## src/rtl/text_console_if.sv

```systemverilog
// Character-input and display-memory write bundle for text_console.
// The console side uses the slave modport, the byte source / memory side the master.
interface text_console_if #(
  parameter int ADDR_W = 15,
  parameter int DATA_W = 16
);
  logic              char_valid_i;
  logic [7:0]        char_data_i;
  logic              char_ready_o;
  logic [DATA_W-9:0] attr_i;
  logic [ADDR_W-1:0] line_len_i;
  logic              clear_i;
  logic              busy_o;
  logic              wr_en_o;
  logic [ADDR_W-1:0] wr_addr_o;
  logic [DATA_W-1:0] wr_data_o;
  logic [ADDR_W-1:0] cursor_addr_o;

  modport master (
    output char_valid_i, char_data_i, attr_i, line_len_i, clear_i,
    input  char_ready_o, busy_o, wr_en_o, wr_addr_o, wr_data_o, cursor_addr_o
  );

  modport slave (
    input  char_valid_i, char_data_i, attr_i, line_len_i, clear_i,
    output char_ready_o, busy_o, wr_en_o, wr_addr_o, wr_data_o, cursor_addr_o
  );
endinterface

```

## src/rtl/text_console.sv

```systemverilog
// Byte-stream text console: interprets printable/control bytes into display memory
// writes at a cursor, and clears the ROWS x line-length window on request or form feed.
module text_console #(
  parameter int ADDR_W       = 15,
  parameter int DATA_W       = 16,
  parameter int ROWS         = 30,
  parameter int DEF_LINE_LEN = 80
) (
  input  logic          clk,
  input  logic          reset_i,
  text_console_if.slave bus
);

  localparam int               ROW_W    = (ROWS > 1) ? $clog2(ROWS) : 1;
  localparam logic [ROW_W-1:0] LAST_ROW = ROW_W'(ROWS - 1);
  localparam logic [ROW_W-1:0] ONE_R    = ROW_W'(1);
  localparam logic [ADDR_W-1:0] ONE_A   = ADDR_W'(1);

  localparam logic [7:0] CH_BS  = 8'h08;
  localparam logic [7:0] CH_LF  = 8'h0A;
  localparam logic [7:0] CH_FF  = 8'h0C;
  localparam logic [7:0] CH_CR  = 8'h0D;
  localparam logic [7:0] CH_SP  = 8'h20;
  localparam logic [7:0] CH_DEL = 8'h7F;

  typedef enum logic {IDLE, CLEAR} state_t;

  state_t            state;
  logic [ADDR_W-1:0] col, line_base, len_q;
  logic [ROW_W-1:0]  row;
  logic [ADDR_W-1:0] clr_addr, clr_col;
  logic [ROW_W-1:0]  clr_row;
  logic              clr_end;
  logic [DATA_W-9:0] attr_q;
  logic              wr_en;
  logic [ADDR_W-1:0] wr_addr;
  logic [DATA_W-1:0] wr_data;

  logic              ready, accept, printable, clear_start, step_last;
  logic [ADDR_W-1:0] len_eff, len_start, cursor, adv_base;
  logic [ROW_W-1:0]  adv_row;
  logic [ADDR_W-1:0] step_len, step_col, nxt_clr_col;
  logic [ROW_W-1:0]  step_row, nxt_clr_row;

  // NOTE: every always_comb output is assigned on every path, so no latch is inferred.
  always_comb begin
    len_eff     = (len_q == '0) ? ONE_A : len_q;
    len_start   = (bus.line_len_i == '0) ? ONE_A : bus.line_len_i;
    cursor      = line_base + col;
    ready       = !reset_i && (state == IDLE) && !bus.clear_i;
    accept      = bus.char_valid_i && ready;
    printable   = (bus.char_data_i >= CH_SP) && (bus.char_data_i != CH_DEL);
    clear_start = (state == IDLE) && (bus.clear_i || (accept && bus.char_data_i == CH_FF));

    if (row == LAST_ROW) begin
      adv_row  = '0;
      adv_base = '0;
    end else begin
      adv_row  = row + ONE_R;
      adv_base = line_base + len_eff;
    end

    // The clear walk starts at (0,0) with the incoming length on the start cycle.
    step_len  = (state == IDLE) ? len_start : len_eff;
    step_col  = (state == IDLE) ? '0 : clr_col;
    step_row  = (state == IDLE) ? '0 : clr_row;
    step_last = (step_col == step_len - ONE_A) && (step_row == LAST_ROW);
    if (step_col == step_len - ONE_A) begin
      nxt_clr_col = '0;
      nxt_clr_row = step_row + ONE_R;
    end else begin
      nxt_clr_col = step_col + ONE_A;
      nxt_clr_row = step_row;
    end
  end

  // NOTE: sequential state uses non-blocking assignments so every register samples pre-edge values.
  always_ff @(posedge clk or posedge reset_i) begin
    if (reset_i) begin
      state     <= IDLE;
      col       <= '0;
      row       <= '0;
      line_base <= '0;
      len_q     <= ADDR_W'(DEF_LINE_LEN);
      clr_addr  <= '0;
      clr_col   <= '0;
      clr_row   <= '0;
      clr_end   <= 1'b0;
      attr_q    <= '0;
      wr_en     <= 1'b0;
      wr_addr   <= '0;
      wr_data   <= '0;
    end else begin
      wr_en <= 1'b0;
      case (state)
        IDLE: begin
          if (clear_start) begin
            state    <= CLEAR;
            len_q    <= bus.line_len_i;
            attr_q   <= bus.attr_i;
            wr_en    <= 1'b1;
            wr_addr  <= '0;
            wr_data  <= {bus.attr_i, CH_SP};
            clr_addr <= ONE_A;
            clr_col  <= nxt_clr_col;
            clr_row  <= nxt_clr_row;
            clr_end  <= step_last;
          end else if (accept) begin
            if (printable) begin
              wr_en   <= 1'b1;
              wr_addr <= cursor;
              wr_data <= {bus.attr_i, bus.char_data_i};
              if (col == len_eff - ONE_A) begin
                col       <= '0;
                row       <= adv_row;
                line_base <= adv_base;
              end else begin
                col <= col + ONE_A;
              end
            end else begin
              case (bus.char_data_i)
                CH_CR: col <= '0;
                CH_LF: begin
                  row       <= adv_row;
                  line_base <= adv_base;
                end
                CH_BS: if (col != '0) col <= col - ONE_A;
                default: ;
              endcase
            end
          end
        end
        CLEAR: begin
          if (clr_end) begin
            state     <= IDLE;
            clr_end   <= 1'b0;
            col       <= '0;
            row       <= '0;
            line_base <= '0;
          end else begin
            wr_en    <= 1'b1;
            wr_addr  <= clr_addr;
            wr_data  <= {attr_q, CH_SP};
            clr_addr <= clr_addr + ONE_A;
            clr_col  <= nxt_clr_col;
            clr_row  <= nxt_clr_row;
            clr_end  <= step_last;
          end
        end
      endcase
    end
  end

  assign bus.char_ready_o  = ready;
  assign bus.busy_o        = (state == CLEAR);
  assign bus.wr_en_o       = wr_en;
  assign bus.wr_addr_o     = wr_addr;
  assign bus.wr_data_o     = wr_data;
  assign bus.cursor_addr_o = cursor;

endmodule
```

## src/flat_wrapper.sv

```systemverilog
// flat-port wrapper written by rule: the top's interface ports become plain ports
module text_console_flat 
#(
  parameter int ADDR_W       = 15,
  parameter int DATA_W       = 16,
  parameter int ROWS         = 30,
  parameter int DEF_LINE_LEN = 80
)
  (clk, reset_i, bus_char_valid_i, bus_char_data_i, bus_attr_i, bus_line_len_i, bus_clear_i, bus_char_ready_o, bus_busy_o, bus_wr_en_o, bus_wr_addr_o, bus_wr_data_o, bus_cursor_addr_o);
  text_console_if #(.ADDR_W(ADDR_W), .DATA_W(DATA_W)) bus_i ();
  input  logic clk;
  input  logic reset_i;
  input wire logic [$bits(bus_i.char_valid_i)-1:0] bus_char_valid_i;
  input wire logic [$bits(bus_i.char_data_i)-1:0] bus_char_data_i;
  input wire logic [$bits(bus_i.attr_i)-1:0] bus_attr_i;
  input wire logic [$bits(bus_i.line_len_i)-1:0] bus_line_len_i;
  input wire logic [$bits(bus_i.clear_i)-1:0] bus_clear_i;
  output wire logic [$bits(bus_i.char_ready_o)-1:0] bus_char_ready_o;
  output wire logic [$bits(bus_i.busy_o)-1:0] bus_busy_o;
  output wire logic [$bits(bus_i.wr_en_o)-1:0] bus_wr_en_o;
  output wire logic [$bits(bus_i.wr_addr_o)-1:0] bus_wr_addr_o;
  output wire logic [$bits(bus_i.wr_data_o)-1:0] bus_wr_data_o;
  output wire logic [$bits(bus_i.cursor_addr_o)-1:0] bus_cursor_addr_o;
  assign bus_i.char_valid_i = bus_char_valid_i;
  assign bus_i.char_data_i = bus_char_data_i;
  assign bus_i.attr_i = bus_attr_i;
  assign bus_i.line_len_i = bus_line_len_i;
  assign bus_i.clear_i = bus_clear_i;
  assign bus_char_ready_o = bus_i.char_ready_o;
  assign bus_busy_o = bus_i.busy_o;
  assign bus_wr_en_o = bus_i.wr_en_o;
  assign bus_wr_addr_o = bus_i.wr_addr_o;
  assign bus_wr_data_o = bus_i.wr_data_o;
  assign bus_cursor_addr_o = bus_i.cursor_addr_o;
  text_console #(.ADDR_W(ADDR_W), .DATA_W(DATA_W), .ROWS(ROWS), .DEF_LINE_LEN(DEF_LINE_LEN)) u_core (.clk(clk), .reset_i(reset_i), .bus(bus_i));
endmodule
```

## config.mk

```make
export PLATFORM = sky130hd
export DESIGN_NAME = text_console_flat
export DESIGN_NICKNAME = d
export VERILOG_FILES = /design/src/rtl/text_console_if.sv /design/src/rtl/text_console.sv /design/src/flat_wrapper.sv
export SDC_FILE = /design/constraint.sdc
export NUM_CORES = 1
export LEC_CHECK = 0
export ABC_AREA = 0
export CAP_MARGIN = 0
export CORE_AREA = 2 2 146 113
export CTS_BUF_LIST = sky130_fd_sc_hd__clkbuf_4 sky130_fd_sc_hd__clkbuf_8
export DETAILED_ROUTE_END_ITERATION = 16
export DIE_AREA = 0 0 148 115
export PLACE_DENSITY = 0.81
export SLEW_MARGIN = 20
export SYNTH_ARGS = -nofsm -noshare
export SYNTH_HDL_FRONTEND = slang
export SYNTH_SLANG_ARGS = --single-unit
```

## constraint.sdc

```tcl
create_clock -name clk -period 16.2 [get_ports clk]
set_clock_uncertainty 0.1 [all_clocks]
set_input_delay 3.24 -clock clk [delete_from_list [all_inputs] [get_ports clk]]
set_output_delay 3.24 -clock clk [all_outputs]
set_load 0.01 [all_outputs]
```

**Yosys cells after proc, flatten, opt, wreduce, memory -nomap -nowiden**

Index checks and enable logic that the tools add are counted.

- $add $sub $neg: 10
- Order comparisons: 1
- Equality and inequality tests: 20
- Multiplexer cells: 59
- Bitwise gates (word level): 1
- Reductions and logical operators: 18

Operators by type and width:

| kind | count |
|---|---|
| 15-bit two-way mux | 25 |
| 15-bit case mux with 2 select lines | 6 |
| 16-bit two-way mux | 4 |
| 5-bit two-way mux | 11 |
| 15-bit by 1-bit adder with 15-bit output, second input constant | 3 |
| 15-bit by 1-bit subtractor with 15-bit output, second input constant | 3 |
| 8-bit by 4-bit == test with 1-bit output, second input constant | 4 |
| 16-bit case mux with 2 select lines | 1 |
| 15-bit adder | 2 |
| 15-bit == test | 2 |
| 15-bit logical NOT | 2 |
| 5-bit case mux with 2 select lines | 2 |
| 15-bit nonzero test | 1 |
| 5-bit by 1-bit adder with 5-bit output, second input constant | 2 |
| 5-bit == test, second input constant | 2 |
| 5-bit AND reduction | 2 |
| 8-bit by 6-bit greater-or-equal comparator with 1-bit output, second input constant | 1 |
| 4-bit by 3-bit inequality test with 1-bit output, second input constant | 2 |
| 8-bit by 7-bit inequality test with 1-bit output, second input constant | 1 |
| 1-bit logical AND | 7 |
| 1-bit two-way mux | 7 |
| 2-bit inequality test, second input constant | 3 |
| 3-bit by 1-bit inequality test with 1-bit output, second input constant | 2 |
| 1-bit case mux with 2 select lines | 3 |
| 8 further kinds | 11 |

- Register bits: 127
- Input port bits: 35
- Output and inout port bits: 49
- Word-level logic and storage cells: 122

**Depth between registers and ports, before layout**

- Depth in word-level cells: 9
- Gate-level depth with buffers: 19
- Depth with buffers taken out: 15

**Least setup slack after synthesis**

Ideal clock, no wire load.

- Path kind: input to output
- Start: input port bus_clear_i
- End: output port bus_char_ready_o
- Data arrival time: 3.530 ns
- Required time: 12.860 ns
- Path slack: 9.330 ns
- Stages: 1
- Buffers on the path: 0
- Path through: nor3_1

- Longest elaborated chain between the ends: 2

Ends and longest elaborated chain:

| item | RTL line | text |
|---|---|---|
| start, declared | flat_wrapper.sv:17 | `input wire logic [$bits(bus_i.clear_i)-1:0] bus_clear_i;` |
| 1-bit logical NOT | text_console.sv:50 | `ready = !reset_i && (state == IDLE) && !bus.clear_i;` |
| 1-bit logical AND | text_console.sv:50 |  |
| end, declared | flat_wrapper.sv:18 | `output wire logic [$bits(bus_i.char_ready_o)-1:0] bus_char_ready_o;` |

Every way passes these cells.

**Worst setup path after layout**

- Start: input port reset_i
- End: output port bus_char_ready_o

- Longest elaborated chain between the ends: 3

Ends and longest elaborated chain:

| item | RTL line | text |
|---|---|---|
| start, declared | flat_wrapper.sv:12 | `input logic reset_i;` |
| 1-bit logical NOT | text_console.sv:50 |  |
| 1-bit logical AND (2 in a row) | text_console.sv:50 |  |

Every way passes these cells.

==> run metrics <==
result of the run=complete, no violations; Yosys cell types=80; Setup crit end kind=primary output; drt total wl=24850 microns; worst reg2reg path endpoint=u_core.row[4]; HP Class=reg -> reg; Worst Slack Setup Final=8412 ps; source of the worst hold timing path=u_core.bus.wr_data_o[7]; wire length of the first global-routing pass=40030 microns; Post-CTS Hold Buffers=0; placed wire-length estimate=17750 microns; area of the core=15620 sq um; iteration count of the initial detailed-routing pass=6; Final setup violation count=0; Power Density=94.09 nW/um^2; die span in x=148 microns; RePlAce Congestion=0.9309; worst slack at placement=8411 ps; final-layout fill cell count=1319; commonest cells after routing, fill and taps aside=124 x sky130_fd_sc_hd__dfrtp_1, 104 x sky130_fd_sc_hd__nand2_1, 101 x sky130_fd_sc_hd__nor2_1; post-route minimum period=7788 ps; reg2reg setup slack=10840 ps; deepest clock path buffer count=2; Switching Power=0.3412 mW; proportion of layout cells with a drive suffix above 1=0.08715; number of design rule violations left after detail routing=0; GR Util All Layers=0.2974; FF-to-FF Start=u_core.len_q[8]; largest family of logic cells by synthesized area=simple AND/OR/NAND/NOR gates; final worst path period share=0.4807; data required time of the worst path=12860 ps; share of total power in the clock network=0.299; Top-Level Pins=84; most frequent cell on the critical path=sky130_fd_sc_hd__clkdlybuf4s50_1; cell leakage power=4.428 nW; number of cells traversed by the worst hold path=2; slowest cell on the critical path=sky130_fd_sc_hd__clkdlybuf4s50_1; clock tree root driver cell=sky130_fd_sc_hd__clkbuf_8; layout net count=1176; async set-or-reset flop fraction in the synthesized netlist=1.000; Mean Syn Cell Area=8.468 sq um; number of levels in the clock H-tree=4; Reg power frac=0.433; portion of netlist area occupied by mux cells=0.04722; arrival time at the worst endpoint=4450 ps; Mapped Area=9035 sq um; layout overhead on the synthesized area=14.29%; count of maximum capacitance violations=0; antenna violations before repair=0; peak fanout along the critical path=3; number of antenna-violating nets in the routed design=0; power share of the combinational group=0.267; final-layout setup total negative slack=0 ps; overall via count from detail_route=8345; worst vdd rail ir drop=0.06070 mV; cells on worst reg2reg path=14; number of instances in the synthesized netlist=1067; most common cell after layout, fill and taps aside=sky130_fd_sc_hd__dfrtp_1; largest stage delay on the critical path=560 ps; Peak Freq=0.1284 GHz; number of DRC markers after the initial detailed-route iteration=1064; worst slack on hold paths=371.4 ps; TritonCTS clock tree=done; number of global-route vias before repair=7626; share of the synthesized area in compound gates (AO/OA/AOI/OAI)=0.1854; number of buffers created by CTS=17; primary flip-flop cell chosen by synthesis mapping=sky130_fd_sc_hd__dfrtp_1; height of the chip=115 microns; adder-cell share of the synthesized area=0.05844; Final Total Pwr=0.9716 mW; fraction of power spent switching nets=0.3512; IO buf count=83; Skew-Pair Late Insertion Delay=460 ps; Synth Area in XOR/XNOR=0.07270; number of synthesized register bits=127; Placement Rows=40; initial core utilization=0.5786; class of the most critical setup path=in -> out; internal power=0.6304 mW; largest net degree at the start of global routing=67; overflow left after global routing=0; kind of launch point of the worst setup path=input pin; Ant. Diodes=0; transition time at the pin with the least slew margin=1015 ps; Clock Pin Slew Worst Setup and Hold Paths=80 ps; Die ar.=17020 sq um; end of the worst hold path=u_core.bus.wr_data_o[7]; net count after synthesis=1143; endpoints failing hold=0; Vias per Instance=6.308; Setup Buffers After CTS=0; synth warn=0; RSZ-0062 raised after global routing=false; Post-synth EDFFs=0; number of sinks handled by clock tree synthesis=127; flip-flop and latch area=3184 sq um; max-slew headroom at the worst pin=0.3169; proportion of synthesized chip area in sequential cells=0.3520; multi-input combinational cell area=5445 sq um; cells resized by post-CTS repair=0; chain of cells forming the critical path=clkdlybuf4s50_1 -> nor3_1 -> clkdlybuf4s50_1; synthesized-area fraction occupied by and/or/nand/nor cells=0.2354; Avg WL per Cell=18.78 microns; fin. max-slew vios=0
flip-flops by register name, indices dropped and copies added, names as in the netlist, 5 cells and up:
signal	flops
u_core.attr_q	8
u_core.bus.wr_addr_o	15
u_core.bus.wr_data_o	16
u_core.clr_addr	15
u_core.clr_col	15
u_core.clr_row	5
u_core.col	15
u_core.len_q	15
u_core.line_base	15
u_core.row	5
critical path: cells and delay by family:
kind / cells / cell delay [ps]
and+or+nand+nor: 1 / 170
buffers and inverters: 2 / 1040
metrics by stage:
step | instance area [sq um] | utilization | std cells
after global routing | 10330 | 0.6613 | 1323
after CTS | 10330 | 0.6613 | 1323
after detailed placement | 9917 | 0.6351 | 1291
after floorplan | 9035 | - | 1067
after global placement | 9917 | 0.6351 | 1291
final | 10330 | 0.6613 | 1323
area by class of cell:
type                       count  area share
clock inverter                13     0.01490
clock buffer                  19     0.02472
tap                          210     0.02545
sequential                   127      0.3084
multi-input combinational    830      0.5273
inverter                      31     0.01151
timing repair buffer          93     0.08773
power groups by stage:
stage          registers [mW]  clock network [mW]  logic [mW]
3_3_place_gp            0.423                   0       0.248
3_5_place_dp            0.424                   0       0.255
4_1_cts                 0.418               0.294       0.257
5_1_grt                 0.427               0.308       0.285
2_1_floorplan           0.397                   0       0.190
6_report                0.421               0.291       0.260
metal layers:
layer / track usage / routed length (microns)
met4: 0.09778 / 510
met3: 0.05635 / 2104
met1: 0.4494 / 11850
met5: 0 / 0
met2: 0.4302 / 10380
cells by family (layout without fill, tap and decap cells):
family | Yosys count | in the layout
xor gates and xnor gates | 75 | 75
DFF | 127 | 127
and+or+nand+nor | 425 | 425
muxes | 40 | 40
AOI/OAI and AO/OA | 249 | 249
adders and majority gates | 41 | 41
buffers and inverters | 110 | 156
synth_stat cells, types with 17 or more instances:
library cell | number | area, sq um
sky130_fd_sc_hd__nor2_1 | 102 | 382.9
sky130_fd_sc_hd__a21oi_1 | 62 | 310.3
sky130_fd_sc_hd__xor2_1 | 31 | 271.5
sky130_fd_sc_hd__dfrtp_1 | 125 | 3128
sky130_fd_sc_hd__nor3_1 | 29 | 145.1
sky130_fd_sc_hd__o21ai_0 | 50 | 250.2
sky130_fd_sc_hd__nand2_1 | 104 | 390.4
sky130_fd_sc_hd__inv_1 | 28 | 105.1
sky130_fd_sc_hd__nor4_1 | 19 | 118.9
sky130_fd_sc_hd__o31ai_1 | 21 | 157.7
sky130_fd_sc_hd__ha_1 | 39 | 488.0
sky130_fd_sc_hd__a221oi_1 | 17 | 148.9
sky130_fd_sc_hd__nand3_1 | 45 | 225.2
sky130_fd_sc_hd__nand4_1 | 18 | 112.6
sky130_fd_sc_hd__clkbuf_1 | 70 | 262.8
sky130_fd_sc_hd__mux2i_1 | 19 | 190.2
sky130_fd_sc_hd__mux2_2 | 21 | 236.5
sky130_fd_sc_hd__xnor2_1 | 44 | 385.4
how the worst max path moves through the flow:
stage                      from  slack (ps)                to  cells past startpoint
finish                  reset_i        8410  bus_char_ready_o                      3
global route            reset_i        8370  bus_char_ready_o                      3
CTS                     reset_i        8400  bus_char_ready_o                      3
detailed placement      reset_i        8410  bus_char_ready_o                      3
global placement        reset_i        8420  bus_char_ready_o                      3
floorplan           bus_clear_i        9330  bus_char_ready_o                      1
(Power assumes the default switching activity.)
